`config.mk`:
```
export PLATFORM = sky130hd
export DESIGN_NAME = pri_arb
export DESIGN_NICKNAME = d
export VERILOG_FILES = /design/src/rtl/pri_pkg.sv /design/src/rtl/pri_enc_comb.sv /design/src/rtl/pri_arb.sv
export SDC_FILE = /design/constraint.sdc
export NUM_CORES = 1
export LEC_CHECK = 0
export BUFFER_PORTS_ARGS = -buffer_cell sky130_fd_sc_hd__buf_4
export CAP_MARGIN = 20
export CORE_AREA = 4 4 41 43
export DETAILED_ROUTE_END_ITERATION = 12
export DIE_AREA = 0 0 45 47
export PLACE_DENSITY = 0.58
export SETUP_SLACK_MARGIN = 0.15
export SYNTH_ARGS = -nofsm -noshare
export SYNTH_HDL_FRONTEND = slang
export SYNTH_HIERARCHICAL = 1
export SYNTH_SLANG_ARGS = --single-unit
```
`constraint.sdc`:
```
create_clock -name clk -period 2.9 [get_ports clk]
set_clock_uncertainty 0.2 [all_clocks]
set_input_delay 0.58 -clock clk [delete_from_list [all_inputs] [get_ports clk]]
set_output_delay 0.58 -clock clk [all_outputs]
set_load 0.02 [all_outputs]
```
`src/rtl/pri_pkg.sv`:
```
// pri_pkg: shared types and helpers for the pri_arb request arbiter.
//   pri_state_t : arbiter state (IDLE = no grant held, GRANT = grant held)
//   pri_idx_w() : width of a grant index for n channels (at least 1 bit)
//   PRI_N_MAX   : largest supported channel count
package pri_pkg;

  localparam int PRI_N_MAX = 32;

  typedef enum logic {
    IDLE  = 1'b0,
    GRANT = 1'b1
  } pri_state_t;

  // Index width for n channels; never returns 0 so W-1:0 ranges stay legal.
  function automatic int pri_idx_w(input int n);
    return (n <= 2) ? 1 : $clog2(n);
  endfunction

endpackage

```
`src/rtl/pri_enc_comb.sv`:
```
// pri_enc_comb: combinational highest-index priority encoder.
// Ports:
//   req : N-bit request vector
//   any : at least one request bit is set
//   idx : index of the highest set bit (0 when any=0)
module pri_enc_comb
  import pri_pkg::*;
#(
  parameter  int N = 4,
  localparam int W = pri_idx_w(N)
) (
  input  logic [N-1:0] req,
  output logic         any,
  output logic [W-1:0] idx
);

  // Ascending scan: the last set bit seen is the highest index.
  always_comb begin
    any = 1'b0;
    idx = '0;
    for (int i = 0; i < N; i++) begin
      if (req[i]) begin
        any = 1'b1;
        idx = W'(i);
      end
    end
  end

endmodule

```
`src/rtl/pri_arb.sv`:
```
// pri_arb: registered N-channel arbiter with valid/ack handshake.
// A grant, once issued, is held unchanged until the consumer acks it; a new
// winner is chosen only in IDLE or in the cycle a grant is acked.
// Default build: fixed priority, highest index wins.
// Build option: define PRI_ARB_RR_EN for round-robin priority, where the most
// recently accepted channel drops to lowest priority.
// Ports:
//   clk        : rising-edge clock
//   rst        : synchronous active-high reset
//   req        : N-bit level-sensitive request vector
//   ack        : consumer accepts the held grant (ignored when no grant)
//   gnt_valid  : a grant is held
//   gnt_idx    : granted channel index (0 when no grant)
//   gnt_onehot : one-hot grant (0 when no grant)
//   enc_out    : legacy encoder view {gnt_valid, gnt_idx}
module pri_arb
  import pri_pkg::*;
#(
  parameter  int N = 4,
  localparam int W = pri_idx_w(N)
) (
  input  logic         clk,
  input  logic         rst,
  input  logic [N-1:0] req,
  input  logic         ack,
  output logic         gnt_valid,
  output logic [W-1:0] gnt_idx,
  output logic [N-1:0] gnt_onehot,
  output logic [W:0]   enc_out
);

  pri_state_t   state_q;
  logic         valid_q;
  logic [W-1:0] idx_q;
  logic [N-1:0] onehot_q;

  // Winner for the next load point.
  logic         win_any;
  logic [W-1:0] idx_d;
  logic [N-1:0] onehot_d;

  logic         accept;
  assign accept = (state_q == GRANT) && ack;

`ifdef PRI_ARB_RR_EN
  logic [W-1:0] ptr_q;
  logic [W-1:0] ptr_eff;
  logic [N-1:0] mask;
  logic [N-1:0] masked_req;
  logic         m_any;
  logic [W-1:0] m_idx;
  logic         f_any;
  logic [W-1:0] f_idx;

  // On an accept the pointer moves to the accepted channel at this same edge,
  // so the back-to-back winner must already be ranked against that channel.
  assign ptr_eff = accept ? idx_q : ptr_q;

  genvar gi;
  generate
    for (gi = 0; gi < N; gi++) begin : g_mask
      assign mask[gi] = (W'(gi) < ptr_eff);
    end
  endgenerate

  assign masked_req = req & mask;

  pri_enc_comb #(.N(N)) u_enc_masked (
    .req (masked_req),
    .any (m_any),
    .idx (m_idx)
  );

  pri_enc_comb #(.N(N)) u_enc_full (
    .req (req),
    .any (f_any),
    .idx (f_idx)
  );

  // Channels below the pointer rank first; when none request, the unmasked
  // search covers the wrap-around part of the order (N-1 down to ptr).
  assign win_any = f_any;
  assign idx_d   = m_any ? m_idx : f_idx;

  always_ff @(posedge clk) begin
    if (rst) begin
      ptr_q <= '0;
    end else if (accept) begin
      ptr_q <= idx_q;
    end
  end
`else
  pri_enc_comb #(.N(N)) u_enc (
    .req (req),
    .any (win_any),
    .idx (idx_d)
  );
`endif

  assign onehot_d = {{(N-1){1'b0}}, 1'b1} << idx_d;

  always_ff @(posedge clk) begin
    if (rst) begin
      state_q  <= IDLE;
      valid_q  <= 1'b0;
      idx_q    <= '0;
      onehot_q <= '0;
    end else begin
      unique case (state_q)
        IDLE: begin
          if (win_any) begin
            state_q  <= GRANT;
            valid_q  <= 1'b1;
            idx_q    <= idx_d;
            onehot_q <= onehot_d;
          end
        end
        GRANT: begin
          if (ack) begin
            if (win_any) begin
              idx_q    <= idx_d;
              onehot_q <= onehot_d;
            end else begin
              state_q  <= IDLE;
              valid_q  <= 1'b0;
              idx_q    <= '0;
              onehot_q <= '0;
            end
          end
        end
        default: begin
          state_q  <= IDLE;
          valid_q  <= 1'b0;
          idx_q    <= '0;
          onehot_q <= '0;
        end
      endcase
    end
  end

  assign gnt_valid  = valid_q;
  assign gnt_idx    = idx_q;
  assign gnt_onehot = onehot_q;
  assign enc_out    = {valid_q, idx_q};

endmodule

```
==> results_tabular.tex, run 1 <==
\begin{tabular}{lr}
\hline
Metric & Value \\
\hline
\multicolumn{2}{l}{\textbf{Outcome}} \\
Status & completed \\
\multicolumn{2}{l}{\textbf{Setup path}} \\
Launching point of the worst reg2reg path & state\_q \\
Worst path top cell family by delay & simple AND/OR/NAND/NOR gates \\
Worst Path Arrival & 2.01 ns \\
Origin of the worst setup path & req[2] \\
Critical path class & primary input to flip-flop \\
Largest fanout of any net on the critical path & 6 \\
Kind of start point of the critical path & primary input \\
Ordered cell list for the critical path & buf\_4, or2\_1, or3\_1, nor2b\_4, a211oi\_2, a2bb2o\_1 \\
Critical path buffers and inverters & 1 \\
Kind of capture point of the worst setup path & flip-flop \\
Standard cell with the maximum stage delay on the critical path & or3\_1 \\
Data required time at the worst endpoint & 2.90 ns \\
Slowest Stage Delay on Critical Path & 0.39 ns \\
\multicolumn{2}{l}{\textbf{Global routing}} \\
Pin count of the biggest net entering global routing & 7 \\
Antenna violations before repair & 0 \\
Tot GR Track Use & 7.84\% \\
Leftover overflow at the end of global routing & 0 \\
First-pass GRT wire length & 1080 µm \\
Vias in the first global route & 261 \\
\multicolumn{2}{l}{\textbf{Clock tree}} \\
CTS tree & yes \\
Number of H-tree branching levels & 1 \\
Clk sink count & 8 \\
CTS Hold Bufs & 0 \\
Clock insertion delay at the later pin of the skew report & 0.25 ns \\
Root buf cell & clkbuf\_4 \\
Count of buffers added by post-CTS timing repair for setup & 0 \\
Post-CTS sizing & 0 \\
Clock-pin transition on the worst setup and hold timing paths & 0.06 ns \\
Number of buffers between clock root and the deepest sink & 2 \\
Clock buffer count from CTS & 3 \\
\multicolumn{2}{l}{\textbf{Timing}} \\
Fmax & 496 MHz \\
Headroom to the max-slew limit & 73.1\% \\
Setup repair after global routing missed its margin & false \\
Sum Neg Setup Slack & 0 ns \\
Final number of max-transition violations & 0 \\
Number of failing setup endpoints in the final timing report & 0 \\
Transition time at the pin with the least slew margin & 0.403 ns \\
Shortest period the worst path allows & 2.02 ns \\
Period Utilization, post-route & 69.5\% \\
Endpoints failing hold & 0 \\
\multicolumn{2}{l}{\textbf{Floorplan}} \\
Die width & 45 µm \\
Boundary Pins & 17 \\
Core Footprint & 1300 µm² \\
Die Outline Area & 2120 µm² \\
Num rows & 13 \\
Vertical die dimension & 47 µm \\
Initial standard-cell utilization of the core & 26.5\% \\
\multicolumn{2}{l}{\textbf{Synth}} \\
Proportion of synthesized chip area in sequential cells & 46.4\% \\
Synth Net Count & 41 \\
Count of warnings emitted by yosys & 6 \\
Post-Syn Instances & 34 \\
Mean post-synth cell area & 10.2 µm² \\
Mapped Area & 345 µm² \\
Distinct cell type count after synthesis & 17 \\
Synth Register Bits & 8 \\
\multicolumn{2}{l}{\textbf{Detailed routing}} \\
Total wirelength of the detailed-routed design & 695 µm \\
Wire length per cell & 10.7 µm \\
Residual antenna-violating net count after detailed routing & 0 \\
Via count normalized by instance count & 4.42 \\
DR DRC count & 0 \\
Overall via count from detail\_route & 287 \\
Iteration-0 DRC count of the detailed router & 1 \\
First-pass DRT Iterations & 3 \\
\multicolumn{2}{l}{\textbf{Hold path}} \\
Startpoint of the tightest hold check path & gnt\_onehot[0] \\
Worst min-delay path category & flip-flop to flip-flop \\
\multicolumn{2}{l}{\textbf{Power}} \\
Peak supply drop & 0.000201 V \\
P per Cell Area & 547 nW/µm² \\
Leakage power of the design & 0.241 nW \\
\multicolumn{2}{l}{\textbf{Run}} \\
Max cap viols & 0 \\
\multicolumn{2}{l}{\textbf{Cells and area}} \\
FILL cells & 148 \\
Commonest non-fill, non-tap cell in the layout & buf\_4 \\
Area occupied by multi-input gates & 151 µm² \\
Layout overhead on the synthesized area & 40.2\% \\
Top library cells by usage in the layout, fill and taps aside & 16 x buf\_4, 8 x dfxtp\_1, 4 x o2bb2ai\_1 \\
Share of the core filled with cells in the final layout & 37.2\% \\
Area of all sequential standard cells & 160 µm² \\
Diode count & 0 \\
Share of layout cells above drive strength 1 & 42.0\% \\
Count of nets after finishing & 59 \\
\multicolumn{2}{l}{\textbf{Placed design}} \\
Port buffer count & 16 \\
Post-DP HPWL & 538 µm \\
Final Wtd Congestion & 0.688 \\
\hline
\end{tabular}
metrics by stage:
| step | hold slack [ns] | setup slack, ns | cells | instance area, µm² | total power [mW] |
|---|---|---|---|---|---|
| floorplan | 0.343 | 0.885 | 34 | 345 | 0.160 |
| global placement | 0.254 | 0.586 | 62 | 462 | 0.182 |
| detailed placement | 0.251 | 0.597 | 62 | 462 | 0.182 |
| CTS | 0.273 | 0.859 | 65 | 484 | 0.270 |
| global route | 0.287 | 0.772 | 65 | 484 | 0.279 |
| finish | 0.266 | 0.883 | 65 | 484 | 0.265 |
state kept, by name, summed over array words and instances (netlist names):
register / flops
gnt_onehot: 4
gnt_idx: 2
gnt_valid: 1
state_q: 1
Yosys cell counts, drive strengths merged:
master / n / area share, %
or3: 1 / 1.8
nand3b: 1 / 2.2
nor2: 2 / 2.2
a211oi: 1 / 3.6
nor2b: 1 / 4.0
a311oi: 1 / 2.5
nand2b: 2 / 3.6
a2bb2o: 2 / 5.8
o2bb2ai: 4 / 10
buf: 3 / 6.5
a21oi: 1 / 1.4
nand3: 1 / 1.4
nand2: 1 / 1.1
inv: 3 / 3.3
or2: 1 / 1.8
dfxtp: 8 / 46
a21o: 1 / 2.2
layer usage:
layer | vias up | global-route usage, % | wire, µm
met5 | - | 0 | 0
met4 | 0 | 7.02 | 0
li1 | 150 | - | -
met2 | 14 | 9.89 | 283
met1 | 123 | 9.17 | 324
met3 | 0 | 4.60 | 87
layout make-up:
cell class,instances,area share [%]
Sequential cell,8,33.1
Multi-Input combinational cell,20,31.3
Timing Repair Buffer,16,24.8
Clock buffer,3,4.65
Tap cell,15,3.88
Inverter,3,2.33
path summary, 6_finish.rpt:
path	slack, ns	cells after the start	end
worst max-delay path	0.88	6	gnt_idx[0]
worst min-delay path	0.27	1	gnt_onehot[0]
worst max register to register	1.60	3	gnt_onehot[1]
worst min register to register	0.27	1	gnt_onehot[0]
kinds of logic after synthesis:
family	share of synthesized area [%]
buf+inv	9.78
simple gates	18.1
flops	46.4
compound gates	25.7
report_power, final:
group | switching, mW | internal [mW]
sequential | 0.00564 | 0.118
combinational | 0.0283 | 0.0269
clock | 0.0386 | 0.0474
Note: power is estimated with default switching activity, not from simulation.
==> run 2, diff against run 1 <==
- clock period: 2.9 -> 1.9 ns (I/O delays scaled with it)
==> run 2 against run 1 <==
Effect of this change:
- register-to-register slack got worse by 1.0 ns
- via count increased by 8.4%
- non-clock buffer count increased by 3
- clock power increased by 51%
- global-route usage decreased by 0.78 points
- routed wire length increased by 0.14%
- sequential share of layout area decreased by 2.2 points
- sequential power increased by 54%
- sequential cell count unchanged
- hold slack got worse by 0.12 ns
- critical path depth unchanged
==> results_tabular.tex, run 2 (synthesized netlist as in run 1, its figures left out) <==
\begin{tabular}{lr}
\hline
Metric & Value \\
\hline
\multicolumn{2}{l}{\textbf{Global routing}} \\
Leftover overflow at the end of global routing & 0 \\
Antenna violations before repair & 0 \\
Vias in the first global route & 252 \\
First-pass GRT wire length & 1010 µm \\
Pin count of the biggest net entering global routing & 7 \\
Tot GR Track Use & 7.07\% \\
\multicolumn{2}{l}{\textbf{Placed design}} \\
Post-DP HPWL & 541 µm \\
Post-DP Area & 497 µm² \\
Count of placed standard cells including taps & 65 \\
Port buffer count & 16 \\
Final Wtd Congestion & 0.639 \\
\multicolumn{2}{l}{\textbf{Setup path}} \\
R2r worst-path depth & 3 \\
Origin of the worst setup path & req[2] \\
Standard cell with the maximum stage delay on the critical path & or3\_4 \\
Ordered cell list for the critical path & buf\_4, or2\_1, or3\_4, nor2b\_4, a211oi\_4, a2bb2o\_1 \\
Worst Path Arrival & 1.66 ns \\
Critical path destination & gnt\_onehot[1] \\
Kind of start point of the critical path & primary input \\
FF-to-FF End & gnt\_onehot[1] \\
Data required time at the worst endpoint & 1.90 ns \\
Critical path class & primary input to flip-flop \\
Largest fanout of any net on the critical path & 6 \\
Kind of capture point of the worst setup path & flip-flop \\
Launching point of the worst reg2reg path & state\_q \\
Slowest Stage Delay on Critical Path & 0.33 ns \\
Reg-to-reg slack, setup & 0.59 ns \\
\multicolumn{2}{l}{\textbf{Timing}} \\
Headroom to the max-slew limit & 79.3\% \\
Final number of max-transition violations & 0 \\
Endpoints failing hold & 0 \\
Fmax & 603 MHz \\
Shortest period the worst path allows & 1.66 ns \\
Transition time at the pin with the least slew margin & 0.309 ns \\
Number of failing setup endpoints in the final timing report & 0 \\
Sum Neg Setup Slack & 0 ns \\
Period Utilization, post-route & 87.3\% \\
Setup repair after global routing missed its margin & false \\
\multicolumn{2}{l}{\textbf{Clock tree}} \\
CTS Hold Bufs & 0 \\
Clock-pin transition on the worst setup and hold timing paths & 0.05 ns \\
Post-CTS sizing & 0 \\
Number of H-tree branching levels & 1 \\
Clock buffer count from CTS & 3 \\
Count of buffers added by post-CTS timing repair for setup & 0 \\
Root buf cell & clkbuf\_4 \\
Number of buffers between clock root and the deepest sink & 2 \\
Clk sink count & 8 \\
CTS tree & yes \\
Clock insertion delay at the later pin of the skew report & 0.25 ns \\
\multicolumn{2}{l}{\textbf{Hold path}} \\
Startpoint of the tightest hold check path & rst \\
Worst min-delay path category & primary input to flip-flop \\
WHS Path Cells & 2 \\
\multicolumn{2}{l}{\textbf{Detailed routing}} \\
Via count normalized by instance count & 4.57 \\
DR DRC count & 0 \\
Iteration-0 DRC count of the detailed router & 4 \\
Residual antenna-violating net count after detailed routing & 0 \\
Overall via count from detail\_route & 311 \\
First-pass DRT Iterations & 2 \\
Wire length per cell & 10.2 µm \\
Total wirelength of the detailed-routed design & 696 µm \\
\multicolumn{2}{l}{\textbf{Cells and area}} \\
Area occupied by multi-input gates & 164 µm² \\
Share of layout cells above drive strength 1 & 47.2\% \\
Diode count & 0 \\
Area of all sequential standard cells & 160 µm² \\
FILL cells & 140 \\
Count of nets after finishing & 62 \\
Number of flip-flops under the largest register name & 4 \\
Top library cells by usage in the layout, fill and taps aside & 19 x buf\_4, 8 x dfxtp\_1, 4 x o2bb2ai\_1 \\
Final non-filler cell area & 519 µm² \\
Share of the core filled with cells in the final layout & 39.9\% \\
Layout overhead on the synthesized area & 50.4\% \\
Final instance count without filler cells & 68 \\
Commonest non-fill, non-tap cell in the layout & buf\_4 \\
\multicolumn{2}{l}{\textbf{Floorplan}} \\
Num rows & 13 \\
Boundary Pins & 17 \\
Die width & 45 µm \\
Initial standard-cell utilization of the core & 26.5\% \\
Die Outline Area & 2120 µm² \\
Vertical die dimension & 47 µm \\
Core Footprint & 1300 µm² \\
\multicolumn{2}{l}{\textbf{Run}} \\
Max cap viols & 0 \\
\multicolumn{2}{l}{\textbf{Power}} \\
Peak supply drop & 0.000317 V \\
Leakage power of the design & 0.257 nW \\
P per Cell Area & 788 nW/µm² \\
\multicolumn{2}{l}{\textbf{Outcome}} \\
Status & completed \\
\hline
\end{tabular}
[run 2: final cells by class]
type,instances,area share [%]
inverters,3,2.17
clock buffers,3,4.34
multi-input cells,20,31.6
repair buffers,19,27.5
flip-flops and latches,8,30.8
well taps,15,3.61
[run 2: worst min path at each step]
stage / endpoint
after floorplan: state_q
after global placement: gnt_onehot[1]
after detailed placement: gnt_onehot[2]
after CTS: state_q
after global routing: state_q
final: state_q
[run 2: routing by layer]
metal	global-route usage [%]	vias up	part of all wire, %
li1	-	156	-
met1	9.47	136	47
met2	7.91	16	37
met3	3.07	3	13
met4	7.02	0	3.3
met5	0	-	0
[run 2: power breakdown]
part	total (mW)	internal, mW	switching [mW]
registers	0.189	0.180	0.00864
logic	0.0907	0.0450	0.0456
clock network	0.130	0.0723	0.0577
total	0.409	0.297	0.112
[run 2: worst max-delay path: cells and delay by family]
| kind | cells | cell delay (ns) |
|---|---|---|
| AO/OA/AOI/OAI | 2 | 0.45 |
| AND/OR/NAND/NOR | 3 | 0.70 |
| buffers and inverters | 1 | 0.11 |
[run 2: stage by stage]
step / setup slack [ns] / power, mW / hold slack, ns
detailed placement: -0.0233 / 0.284 / 0.250
floorplan: 0.158 / 0.246 / 0.249
finish: 0.242 / 0.409 / 0.146
CTS: 0.241 / 0.414 / 0.145
global placement: -0.0277 / 0.284 / 0.250
global route: 0.179 / 0.432 / 0.153
==> run 3, diff against run 2 <==
- CTS_BUF_LIST: not set -> sky130_fd_sc_hd__clkbuf_8
- CTS_CLUSTER_DIAMETER: not set -> 30
==> run 3 against run 2 <==
Effect of this change:
- hold slack improved by 0.030 ns
- total power increased by 18%
- first-iteration DRC count decreased by 25%
- non-clock buffer count unchanged
- count of clock-buffer cells in the layout unchanged
- sequential power about the same
- maximum frequency decreased by 0.70%
- register-to-register slack about the same
- critical endpoint unchanged
- largest power group is now the clock network
- highest routed layer unchanged
==> results_tabular.tex, run 3 (synthesized netlist as in run 1, its figures left out) <==
\begin{tabular}{lr}
\hline
Metric & Value \\
\hline
\multicolumn{2}{l}{\textbf{Hold path}} \\
WHS Path Cells & 2 \\
Startpoint of the tightest hold check path & rst \\
Worst hold endpoint & state\_q \\
Worst min-delay path category & primary input to flip-flop \\
\multicolumn{2}{l}{\textbf{Timing}} \\
Transition time at the pin with the least slew margin & 0.295 ns \\
Fmax & 599 MHz \\
Final number of max-transition violations & 0 \\
Period Utilization, post-route & 87.9\% \\
Headroom to the max-slew limit & 80.3\% \\
Worst setup margin & 0.230 ns \\
Number of failing setup endpoints in the final timing report & 0 \\
Shortest period the worst path allows & 1.67 ns \\
Setup repair after global routing missed its margin & false \\
Endpoints failing hold & 0 \\
\multicolumn{2}{l}{\textbf{Setup path}} \\
FF-to-FF End & gnt\_onehot[1] \\
Ordered cell list for the critical path & buf\_4, or2\_1, or3\_4, nor2b\_4, a211oi\_4, a2bb2o\_1 \\
Critical path class & primary input to flip-flop \\
Launching point of the worst reg2reg path & state\_q \\
Slowest Stage Delay on Critical Path & 0.33 ns \\
Reg-to-reg slack, setup & 0.59 ns \\
Largest fanout of any net on the critical path & 6 \\
R2r worst-path depth & 3 \\
Worst Path Arrival & 1.64 ns \\
Standard cell with the maximum stage delay on the critical path & or3\_4 \\
Kind of capture point of the worst setup path & flip-flop \\
Kind of start point of the critical path & primary input \\
Data required time at the worst endpoint & 1.87 ns \\
\multicolumn{2}{l}{\textbf{Clock tree}} \\
Clk sink count & 8 \\
Clock insertion delay at the later pin of the skew report & 0.23 ns \\
Number of buffers between clock root and the deepest sink & 2 \\
Post-CTS sizing & 0 \\
Number of H-tree branching levels & 1 \\
Clock buffer count from CTS & 3 \\
CTS tree & yes \\
CTS Hold Bufs & 0 \\
Count of buffers added by post-CTS timing repair for setup & 0 \\
Root buf cell & clkbuf\_8 \\
Clock-pin transition on the worst setup and hold timing paths & 0.04 ns \\
\multicolumn{2}{l}{\textbf{Placed design}} \\
Setup Slack @ Placement & -0.0233 ns \\
Port buffer count & 16 \\
Final Wtd Congestion & 0.639 \\
Post-DP HPWL & 541 µm \\
Count of placed standard cells including taps & 65 \\
\multicolumn{2}{l}{\textbf{Power}} \\
Peak supply drop & 0.000335 V \\
P per Cell Area & 897 nW/µm² \\
Final Total Pwr & 0.482 mW \\
Leakage power of the design & 0.264 nW \\
\multicolumn{2}{l}{\textbf{Global routing}} \\
Tot GR Track Use & 7.78\% \\
Antenna violations before repair & 0 \\
Pin count of the biggest net entering global routing & 7 \\
Vias in the first global route & 251 \\
First-pass GRT wire length & 1040 µm \\
Leftover overflow at the end of global routing & 0 \\
\multicolumn{2}{l}{\textbf{Detailed routing}} \\
DR DRC count & 0 \\
Residual antenna-violating net count after detailed routing & 0 \\
Overall via count from detail\_route & 302 \\
First-pass DRT Iterations & 4 \\
Wire length per cell & 10.3 µm \\
Via count normalized by instance count & 4.44 \\
Total wirelength of the detailed-routed design & 701 µm \\
Iteration-0 DRC count of the detailed router & 3 \\
\multicolumn{2}{l}{\textbf{Run}} \\
Max cap viols & 0 \\
\multicolumn{2}{l}{\textbf{Floorplan}} \\
Boundary Pins & 17 \\
Vertical die dimension & 47 µm \\
Initial standard-cell utilization of the core & 26.5\% \\
Core Footprint & 1300 µm² \\
Die width & 45 µm \\
Die Outline Area & 2120 µm² \\
Num rows & 13 \\
\multicolumn{2}{l}{\textbf{Cells and area}} \\
Number of flip-flops under the largest register name & 4 \\
Share of the core filled with cells in the final layout & 41.3\% \\
Diode count & 0 \\
Share of layout cells above drive strength 1 & 47.2\% \\
Top library cells by usage in the layout, fill and taps aside & 19 x buf\_4, 8 x dfxtp\_1, 4 x o2bb2ai\_1 \\
Final instance count without filler cells & 68 \\
Commonest non-fill, non-tap cell in the layout & buf\_4 \\
Count of nets after finishing & 62 \\
Layout overhead on the synthesized area & 55.8\% \\
FILL cells & 141 \\
\multicolumn{2}{l}{\textbf{Outcome}} \\
Status & completed \\
\hline
\end{tabular}
run 3: cell type report:
cell class / instances / area, µm² / area share, %
Clock buffer: 3 / 41.3 / 7.67
Inverter: 3 / 11.3 / 2.09
Multi-Input combinational cell: 20 / 164 / 30.5
Sequential cell: 8 / 160 / 29.8
Tap cell: 15 / 18.8 / 3.49
Timing Repair Buffer: 19 / 143 / 26.5
run 3: power breakdown:
part	total [mW]	switching, mW	leakage [nW]	internal (mW)
Sequential	0.189	0.00863	0.0663	0.181
Clock	0.202	0.0654	0.0216	0.137
Combinational	0.0906	0.0456	0.177	0.0450
run 3: worst max path at each step:
| stage | slack [ns] | startpoint | end |
|---|---|---|---|
| final | 0.23 | req[2] | gnt_onehot[1] |
| after global routing | 0.15 | req[2] | gnt_idx[1] |
| after CTS | 0.21 | req[2] | gnt_onehot[1] |
| after detailed placement | -0.02 | req[2] | gnt_onehot[1] |
| after global placement | -0.03 | req[2] | gnt_onehot[1] |
| after floorplan | 0.16 | req[2] | gnt_idx[0] |
run 3: worst max-delay path, delay by kind of cell:
family	cells	cell delay (ns)
buf+inv	1	0.11
simple gates	3	0.70
compound gates	2	0.44
run 3: stage by stage:
| stage | setup TNS (ns) | hold WS, ns | cell area [µm²] |
|---|---|---|---|
| 5_1_grt | 0 | 0.179 | 538 |
| 3_5_place_dp | -0.0432 | 0.250 | 497 |
| 3_3_place_gp | -0.0880 | 0.250 | 497 |
| 4_1_cts | 0 | 0.176 | 538 |
| 2_1_floorplan | 0 | 0.249 | 358 |
| 6_report | 0 | 0.176 | 538 |
run 3: routing by layer:
| metal | vias to the layer above | GRT usage [%] | share of wire (%) |
|---|---|---|---|
| met5 | - | 0 | 0 |
| met4 | 0 | 8.77 | 4.3 |
| met3 | 5 | 5.36 | 12 |
| met2 | 16 | 7.91 | 36 |
| met1 | 125 | 9.47 | 48 |
| li1 | 156 | - | - |
